**src/rtl/adler32_ctrl.sv**
```systemverilog
// Byte-to-word sequencer for the adler32 engine: packs bytes big-endian into
// 32-bit words, handshakes each word, then streams the checksum as a zlib trailer.
module adler32_ctrl #(
  parameter int unsigned DATA_WD = 32,
  parameter int unsigned NUM_WD  = 2,
  parameter int unsigned TMO_CYC = 1024
) (
  input  logic               clk,
  input  logic               rst,
  input  logic               start_i,
  input  logic               s_val_i,
  input  logic [7:0]         s_dat_i,
  input  logic               s_lst_i,
  output logic               s_rdy_o,
  output logic               a_start_o,
  output logic               a_val_o,
  output logic [DATA_WD-1:0] a_dat_o,
  output logic [NUM_WD-1:0]  a_num_o,
  output logic               a_lst_o,
  input  logic               a_val_i,
  input  logic               a_done_i,
  input  logic [DATA_WD-1:0] a_dat_i,
  output logic               m_val_o,
  output logic [7:0]         m_dat_o,
  output logic               m_lst_o,
  input  logic               m_rdy_i,
  output logic               busy_o,
  output logic               done_o,
  output logic               err_o,
  output logic [DATA_WD-1:0] cks_o
);

  localparam int unsigned BYTES  = DATA_WD / 8;
  localparam int unsigned TMO_WD = (TMO_CYC > 1) ? $clog2(TMO_CYC) : 1;

  typedef enum logic [2:0] {
    IDLE  = 3'd0,
    START = 3'd1,
    PACK  = 3'd2,
    ISSUE = 3'd3,
    WAIT  = 3'd4,
    TRAIL = 3'd5,
    DONE  = 3'd6
  } state_t;

  state_t              state, state_d;
  logic [NUM_WD-1:0]   cnt, cnt_d;
  logic [1:0]          tidx, tidx_d;
  logic [TMO_WD-1:0]   wdog, wdog_d;
  logic [DATA_WD-1:0]  pack_d, cks_d;
  logic [NUM_WD-1:0]   num_d;
  logic                lst_d, err_d;
  logic [7:0]          m_dat_d;

  // Next state plus next values of every registered output.
  always_comb begin
    state_d = state;
    cnt_d   = cnt;
    tidx_d  = tidx;
    wdog_d  = wdog;
    pack_d  = a_dat_o;
    num_d   = a_num_o;
    lst_d   = a_lst_o;
    cks_d   = cks_o;
    err_d   = err_o;
    m_dat_d = 8'h00;

    case (state)
      IDLE: begin
        if (start_i) begin
          err_d   = 1'b0;
          state_d = START;
        end
      end
      START: begin
        cnt_d   = '0;
        pack_d  = '0;
        state_d = PACK;
      end
      PACK: begin
        if (s_val_i) begin
          for (int unsigned k = 0; k < BYTES; k++) begin
            if (cnt == NUM_WD'(k)) pack_d[DATA_WD-1-8*k -: 8] = s_dat_i;
          end
          cnt_d = cnt + NUM_WD'(1);
          if (cnt == NUM_WD'(BYTES-1) || s_lst_i) begin
            num_d   = cnt;
            lst_d   = s_lst_i;
            state_d = ISSUE;
          end
        end
      end
      ISSUE: begin
        wdog_d  = '0;
        state_d = WAIT;
      end
      WAIT: begin
        wdog_d = wdog + TMO_WD'(1);
        // The awaited acknowledge depends on whether this was the final word.
        if (!a_lst_o && a_val_i) begin
          cnt_d   = '0;
          pack_d  = '0;
          state_d = PACK;
        end else if (a_lst_o && a_done_i) begin
          cks_d   = a_dat_i;
          tidx_d  = 2'd0;
          state_d = TRAIL;
        end else if (wdog == TMO_WD'(TMO_CYC-1)) begin
          err_d   = 1'b1;
          state_d = IDLE;
        end
      end
      TRAIL: begin
        if (m_rdy_i) begin
          if (tidx == 2'd3) state_d = DONE;
          else              tidx_d  = tidx + 2'd1;
        end
      end
      DONE: begin
        state_d = IDLE;
      end
      default: begin
        state_d = IDLE;
      end
    endcase

    for (int unsigned k = 0; k < BYTES; k++) begin
      if (state_d == TRAIL && tidx_d == 2'(k)) m_dat_d = cks_d[DATA_WD-1-8*k -: 8];
    end
  end

  // State and output registers; outputs decode the next state so they align with it.
  always_ff @(posedge clk) begin
    if (rst) begin
      state     <= IDLE;
      cnt       <= '0;
      tidx      <= 2'd0;
      wdog      <= '0;
      s_rdy_o   <= 1'b0;
      a_start_o <= 1'b0;
      a_val_o   <= 1'b0;
      a_dat_o   <= '0;
      a_num_o   <= '0;
      a_lst_o   <= 1'b0;
      m_val_o   <= 1'b0;
      m_dat_o   <= 8'h00;
      m_lst_o   <= 1'b0;
      busy_o    <= 1'b0;
      done_o    <= 1'b0;
      err_o     <= 1'b0;
      cks_o     <= '0;
    end else begin
      state     <= state_d;
      cnt       <= cnt_d;
      tidx      <= tidx_d;
      wdog      <= wdog_d;
      s_rdy_o   <= (state_d == PACK);
      a_start_o <= (state_d == START);
      a_val_o   <= (state_d == ISSUE);
      a_dat_o   <= pack_d;
      a_num_o   <= num_d;
      a_lst_o   <= lst_d;
      m_val_o   <= (state_d == TRAIL);
      m_dat_o   <= m_dat_d;
      m_lst_o   <= (state_d == TRAIL) && (tidx_d == 2'd3);
      busy_o    <= (state_d != IDLE);
      done_o    <= (state_d == DONE);
      err_o     <= err_d;
      cks_o     <= cks_d;
    end
  end

endmodule

```
**config.mk**
```make
export PLATFORM = sky130hd
export DESIGN_NAME = adler32_ctrl
export DESIGN_NICKNAME = d
export VERILOG_FILES = /design/src/rtl/adler32_ctrl.sv
export SDC_FILE = /design/constraint.sdc
export NUM_CORES = 1
export LEC_CHECK = 0
export CORE_UTILIZATION = 29
export CTS_CLUSTER_DIAMETER = 200
export DETAILED_ROUTE_END_ITERATION = 8
export GPL_TIMING_DRIVEN = 1
export PLACE_DENSITY = 0.56
export SYNTH_ARGS = -nofsm -noshare
export SYNTH_HDL_FRONTEND = slang
export SYNTH_SLANG_ARGS = --single-unit
```
**constraint.sdc**
```tcl
create_clock -name clk -period 1.85 [get_ports clk]
set_input_delay 0.37 -clock clk [delete_from_list [all_inputs] [get_ports clk]]
set_output_delay 0.37 -clock clk [all_outputs]
set_load 0.05 [all_outputs]
```
==> summary.txt, run 1 <==
Global route
  • Total GRT Usage: 16.2%
  • Initial antenna violation count: 0
  • Pin count of the biggest net entering global routing: 55
  • Grt total ovfl: 0
  • Number of global-route vias before repair: 3,639
  • First-pass GRT wire length: about 19,000 um

Critical path
  • Sequence of cells on the critical path: or3b_4 > nor2_8 > mux2_4 > mux2_2 > o2111a_1
  • Crit path buf inv count: 0
  • Crit. End Element: register
  • Critical Path RT: 2.09 ns
  • Top Family by Delay on Critical Path: multiplexers
  • Worst EP arrival: 2.07 ns
  • RR Endpoint: m_dat_o[1]
  • R2R Path Start: state[2]
  • Crit-path max cell delay: 0.43 ns
  • Critical Path Fanout Max: 5
  • R2R cell count: 5
  • R2R setup slack: 0.02 ns
  • Worst setup SP type: register
  • Kind of critical path: register to register
  • CP max-delay cell: or3b_4

Yosys
  • Post-synthesis instance area: 4220 um^2
  • Synth Warn #: 0
  • Cell taking the most area after synthesis: dfxtp_1
  • Cell count after synthesis: 451
  • Largest cells by area after synthesis: dfxtp_1 (47%), mux2i_1 (11%), nor2_1 (6.3%)
  • Mapped Nets: 504
  • Most used DFF post-synth: dfxtp_1
  • FF+latch count, synth: 100
  • Syn_area_per_cell: roughly 9.4 um^2
  • Async set-or-reset flop fraction in the synthesized netlist: 0%
  • Library cells used by synthesis: 55
  • Seq/Total Area, Yosys: 47.4%
  • Top-area cell type share of the netlist area: 47.4%
  • EDFF count, synth: 0

Timing
  • Unrepaired setup endpoints after global routing: true
  • Max Clk Rate: 546 MHz
  • Setup TNS: 0 ns
  • Fin crit share: 99.0%
  • Worst relative slew slack: 65.6%
  • Least-Margin Pin Slew: 0.519 ns
  • Max Slew Vio Count: 0
  • Fin worst setup slack: 0.0176 ns
  • Final hold slack: 0.458 ns
  • Final min period: 1.83 ns
  • Final setup violation count: 0
  • Fin. Hold Viols: 0
  • Worst Skew: 0.00834 ns

Worst hold path
  • Min-delay src: rst
  • Hold crit path type: input port to register
  • Worst hold path depth: 3
  • Hold endpoint: m_val_o

Placed design
  • Dpl ws: -0.480 ns
  • HPWL Detailed: 8920 um
  • IO Port Bufs: 130
  • Placer congestion estimate: 0.798

Finish
  • Layout cells sized above 1: approximately a quarter
  • Filler instances: 1,370
  • Commonest non-fill, non-tap cell in the layout: buf_4
  • Area Overhead vs Synth: 51.6%
  • Ant diodes: 0
  • Fin util: 45.5%
  • Final #Nets: 677
  • Most frequent cells in the layout: buf_4 (110), dfxtp_1 (97), nor2_1 (71), nand2_1 (48), mux2i_1 (47)

Pwr
  • Tot Pwr: 5.01 mW
  • Pwr/cell area: around 780 nW/um^2
  • Leak: approximately 2.9 nW
  • Max VDD drop: around 0.62 mV

Die
  • Die Area: 15,000 um^2
  • Core Footprint: 14,000 um^2
  • Die Ht: 123 um
  • Die Span X: 123 um
  • IO Count: between 100 and 150
  • Initial Util: between 30% and 40%
  • Core Rows: 43

Drt
  • First-pass DRT Iterations: 4
  • Post-DRT Antenna Nets: 0
  • WL per Instance: 14.9 um
  • Vias: between 3,000 and 4,000
  • Iteration-0 DRC count of the detailed router: 149
  • Drt total wl: approximately 12,000 um
  • Vias per cell: between 4 and 5
  • Post-route DRC: 0

Clocking
  • Clock tree from TritonCTS: done
  • Worst skew pair latency: 0.35 ns
  • CTS Hold Buffers Added: 0
  • CTS sink count: 100
  • Inserted Clock Buffers: 9
  • CTS root buf: clkbuf_16
  • Worst-path clk slew: 0.07 ns
  • CTS Buffer Depth: 2
  • Htree depth: 3

Run
  • Max-cap violations: 0

Outcome
  • Status: finished clean
==> worst reg2reg max path, cell delays in order, from the launching register on <==
cell	delay, ns
dfxtp_4	0.37
or3b_4	0.43
nor2_8	0.12
mux2_4	0.31
mux2_2	0.26
o2111a_1	0.23
==> layer usage <==
layer | vias to the layer above | share of wire (%) | GRT usage (%)
met5 | - | 0 | 0
met4 | 0 | 0.89 | 4.34
met3 | 9 | 8.1 | 6.18
met2 | 115 | 46 | 25.9
met1 | 1797 | 45 | 20.4
li1 | 1918 | - | -
==> flip-flops by register name, summed over array words and instances (netlist names), 2 cells and up <==
name / cells
cks_o: 32
cnt: 2
m_dat_o: 8
a_num_o: 2
state: 3
tidx: 2
wdog: 10
a_dat_o: 32
==> cells in the mapped netlist, drive strengths merged (7+ instances only) <==
master and n:
a21oi 30, o21ai 14, nand2 48, clkbuf 13
nand3 9, mux2 7, and2 10, nor2 72
a211oi 10, nor2b 13, mux2i 48, buf 13
dfxtp 100, and3 9
==> logic make-up after synthesis <==
family | Yosys count | synth area share, %
AOI/OAI and AO/OA | 80 | 13.1
muxes | 55 | 13.3
adders and majority gates | 5 | 1.48
DFF | 100 | 47.4
and+or+nand+nor | 180 | 20.7
xor gates and xnor gates | 2 | 0.415
buffers and inverters | 29 | 3.62
==> power by group <==
group	internal [mW]	total [mW]	switching, mW
Sequential	2.18	2.20	0.0159
Combinational	0.330	0.663	0.333
Clock	1.32	2.15	0.834
Total	3.83	5.01	1.18
==> layout make-up <==
type / instances / area, um^2 / share of cell area, %
Clock inverter: 7 / 114 / 1.78
Tap cell: 180 / 225 / 3.52
Multi-Input combinational cell: 322 / 2130 / 33.3
Sequential cell: 100 / 2010 / 31.4
Clock buffer: 9 / 225 / 3.52
Inverter: 3 / 11.3 / 0.176
Timing Repair Buffer: 188 / 1680 / 26.3
==> how the worst max path moves through the flow <==
stage / startpoint / to / cells after the start
finish: state[2] / m_dat_o[1] / 5
global route: state[2] / m_dat_o[1] / 5
CTS: state[2] / m_dat_o[0] / 6
detailed placement: m_rdy_i / m_dat_o[0] / 6
global placement: m_rdy_i / m_dat_o[2] / 7
floorplan: state[0] / m_dat_o[1] / 6
==> repair_timing <==
item | CTS | global route
setup buffers | 4 | 5
pin swaps | 2 | 7
endpoints found under the setup margin | 68 | 47
resized for setup | 26 | 16
==> per-stage QoR <==
| step | instances | instance area [um^2] |
|---|---|---|
| after floorplan | 451 | 4220 |
| after global placement | 784 | 5840 |
| after detailed placement | 784 | 5840 |
| after CTS | 804 | 6280 |
| after global routing | 809 | 6390 |
| final | 809 | 6390 |
Note: power is estimated with default switching activity, not from simulation.
==> run 2: changes to the inputs <==
Settings changed: ABC_AREA set to 1, PLACE_DENSITY 0.56 to 0.55.
==> run 2 against run 1 <==
Net effect: fmax rose by 8.7%; non-clock buffer count is 7 lower; count of clock-buffer cells in the layout grew 1; clock skew hardly changed; sequential share of layout area is 0.15 points lower; clock power decreased by 14%; global-route usage rose by 0.19 points; sequential power up 8%; final area up 0.29%; critical path type unchanged; critical endpoint is now m_dat_o[7]; highest routed layer unchanged.
==> summary.txt, run 2 <==
Clocking
  • Worst skew pair latency: 0.35 ns
  • Worst-path clk slew: 0.07 ns
  • CTS Hold Buffers Added: 0
  • Inserted Clock Buffers: 9
  • CTS Buffer Depth: 2
  • Htree depth: 3
  • Clock tree from TritonCTS: done
  • CTS sink count: 100
  • CTS root buf: clkbuf_16

Finish
  • Fin area: between 6000 and 7000 um^2
  • Area Overhead vs Synth: 43.5%
  • Most frequent cells in the layout: nand2_1 (130), dfxtp_1 (98), buf_4 (97), a21oi_1 (63), nor2_1 (48)
  • Layout cells sized above 1: 23.7%
  • Ant diodes: 0
  • Commonest non-fill, non-tap cell in the layout: nand2_1
  • Largest regs: a_dat_o x32, cks_o x32, wdog x10
  • Final #Nets: 796

Global route
  • Pin count of the biggest net entering global routing: 62
  • Initial antenna violation count: 0
  • First-pass GRT wire length: 20,500 um
  • Grt total ovfl: 0
  • Number of global-route vias before repair: 4,175
  • Total GRT Usage: 16.4%

Die
  • IO Count: 131
  • Die Span X: around 130 um
  • Initial Util: 29.5%
  • Die Area: approximately 16,000 um^2
  • Core Footprint: 15,100 um^2
  • Die Ht: 126 um
  • Core Rows: 45

Timing
  • Fin. Hold Viols: 0
  • Final min period: 1.69 ns
  • Max Slew Vio Count: 0
  • Final hold slack: approximately 0.46 ns
  • Worst Skew: ~0.0087 ns
  • Fin crit share: about nine tenths
  • Unrepaired setup endpoints after global routing: false
  • Final setup violation count: 0
  • Worst relative slew slack: 66.4%
  • Least-Margin Pin Slew: 0.505 ns
  • Max Clk Rate: 593 MHz

Critical path
  • Crit-path max cell delay: 0.40 ns
  • Worst EP arrival: 1.92 ns
  • Critical Path Fanout Max: 6
  • Critical Path RT: 2.09 ns
  • Top Family by Delay on Critical Path: simple AND/OR/NAND/NOR gates
  • Sequence of cells on the critical path: inv_2 > nor2_4 > nand3_4 > nand2_4 > nand2_2 > nor2_4 > inv_2 > o21ai_1 > nor2_1
  • Kind of critical path: register to register
  • Worst setup SP type: register
  • Crit path buf inv count: 2
  • Crit. End Element: register
  • CP max-delay cell: dfxtp_1

Drt
  • Vias: ~4,300
  • Vias per cell: roughly 4.6
  • Post-DRT Antenna Nets: 0
  • WL per Instance: 13.9 um
  • Iteration-0 DRC count of the detailed router: ~260
  • Post-route DRC: 0
  • First-pass DRT Iterations: 4
  • Drt total wl: ~13,000 um

Pwr
  • Comb power frac: a little under a quarter
  • Internal power: 3.69 mW
  • Pwr/cell area: 856 nW/um^2
  • Clock power share: 33.7%
  • Sw Share: 32.9%
  • Leak: around 3 nW
  • Sw power: about 1.8 mW
  • Seq pwr share: 43.2%
  • Max VDD drop: about 0.6 mV

Yosys
  • Library cells used by synthesis: 38
  • Mapped Nets: around 630
  • Count leader, synth: nand2_1
  • Cell taking the most area after synthesis: dfxtp_1
  • Synth Warn #: 0
  • FF+latch count, synth: 100
  • EDFF count, synth: 0
  • Post-synthesis instance area: about 4500 um^2
  • Largest cells by area after synthesis: dfxtp_1 (45%), nand2_1 (11%), a21oi_1 (7.1%)
  • Seq/Total Area, Yosys: around 45%
  • Most frequent cells after synthesis: nand2_1 (131), dfxtp_1 (100), a21oi_1 (63)
  • Syn_area_per_cell: 7.76 um^2
  • Cell count after synthesis: approximately 580
  • Async set-or-reset flop fraction in the synthesized netlist: 0%
  • Most used DFF post-synth: dfxtp_1
  • Top-area cell type share of the netlist area: 44.8%

Placed design
  • HPWL Detailed: 9660 um
  • Placer congestion estimate: roughly 0.8
  • Dpl cell area: 6140 um^2
  • IO Port Bufs: 130

Worst hold path
  • Hold crit path type: register to register

Run
  • Max-cap violations: 0

Outcome
  • Status: finished clean
==> run 2: changes by cell type in the layout (fill, tap and decap cells not counted), sizes merged, moves of 13 or more <==
cell / change
nor2: -14
mux2i: -45
inv: +54
nor2b: -13
a21oi: +37
nand2: +96
dlygate4sd2: +17
o21ai: +33
buf: -22
nand3: +18
==> run 2: final timing paths <==
kind | from | endpoint | slack (ns) | cells after the start
max | state[2] | m_dat_o[7] | 0.16 | 9
min | a_dat_o[17] | a_dat_o[17] | 0.46 | 2
max reg2reg | state[2] | m_dat_o[7] | 0.16 | 9
min reg2reg | a_dat_o[17] | a_dat_o[17] | 0.46 | 2
==> run 2: area by class of cell <==
type | instances | area (um^2)
Clock inverter | 6 | 55.1
Clock buffer | 10 | 239
Multi-Input combinational cell | 395 | 2100
Sequential cell | 100 | 2000
Inverter | 56 | 218
Fill cell | 1544 | 8730
Timing Repair Buffer | 181 | 1570
Tap cell | 188 | 235
==> run 2: power by group through the flow <==
stage	Combinational, mW	Sequential, mW	Clock, mW
detailed placement	1.28	2.42	0
CTS	1.27	2.37	1.92
global placement	1.27	2.41	0
global route	1.36	2.39	2.00
floorplan	0.442	2.82	0
finish	1.27	2.37	1.85
==> run 2: cell families (layout without fill, tap and decap cells) <==
group	count (synthesis)	in the layout	synth area share (%)
simple gates	258	259	28.4
compound gates	128	128	16.2
flops	100	100	44.8
buf+inv	82	253	8.57
fa+ha+maj	5	5	1.40
mux	3	3	0.672
==> run 2: per-layer routing <==
| layer | GRT usage [%] | up-vias | wire length (um) |
|---|---|---|---|
| li1 | - | 2224 | - |
| met1 | 19.6 | 1929 | 5760 |
| met2 | 27.2 | 138 | 5960 |
| met3 | 5.18 | 11 | 1060 |
| met4 | 6.95 | 0 | 208 |
| met5 | 0 | - | 0 |
==> run 2: per-stage QoR <==
| step | util, % | std cells | total power [mW] | setup WS [ns] | setup TNS, ns |
|---|---|---|---|---|---|
| after floorplan | - | 576 | 3.26 | 0.121 | 0 |
| after global placement | 40.5 | 918 | 3.69 | -0.267 | -4.56 |
| after detailed placement | 40.5 | 918 | 3.70 | -0.282 | -4.87 |
| after CTS | 42.2 | 934 | 5.56 | 0.0830 | 0 |
| after global routing | 42.3 | 936 | 5.74 | 0.0317 | 0 |
| final | 42.3 | 936 | 5.49 | 0.165 | 0 |
==> run 2: timing repair <==
item	in CTS	in global routing
buffers inserted	0	1
resized for setup	33	3
cloned	0	1
endpoints found under the setup margin	33	8
==> run 2: worst min-delay path, stage by stage (launching register included) <==
cell and delay, ns:
dfxtp_1 0.31, inv_1 0.05, a21oi_1 0.05
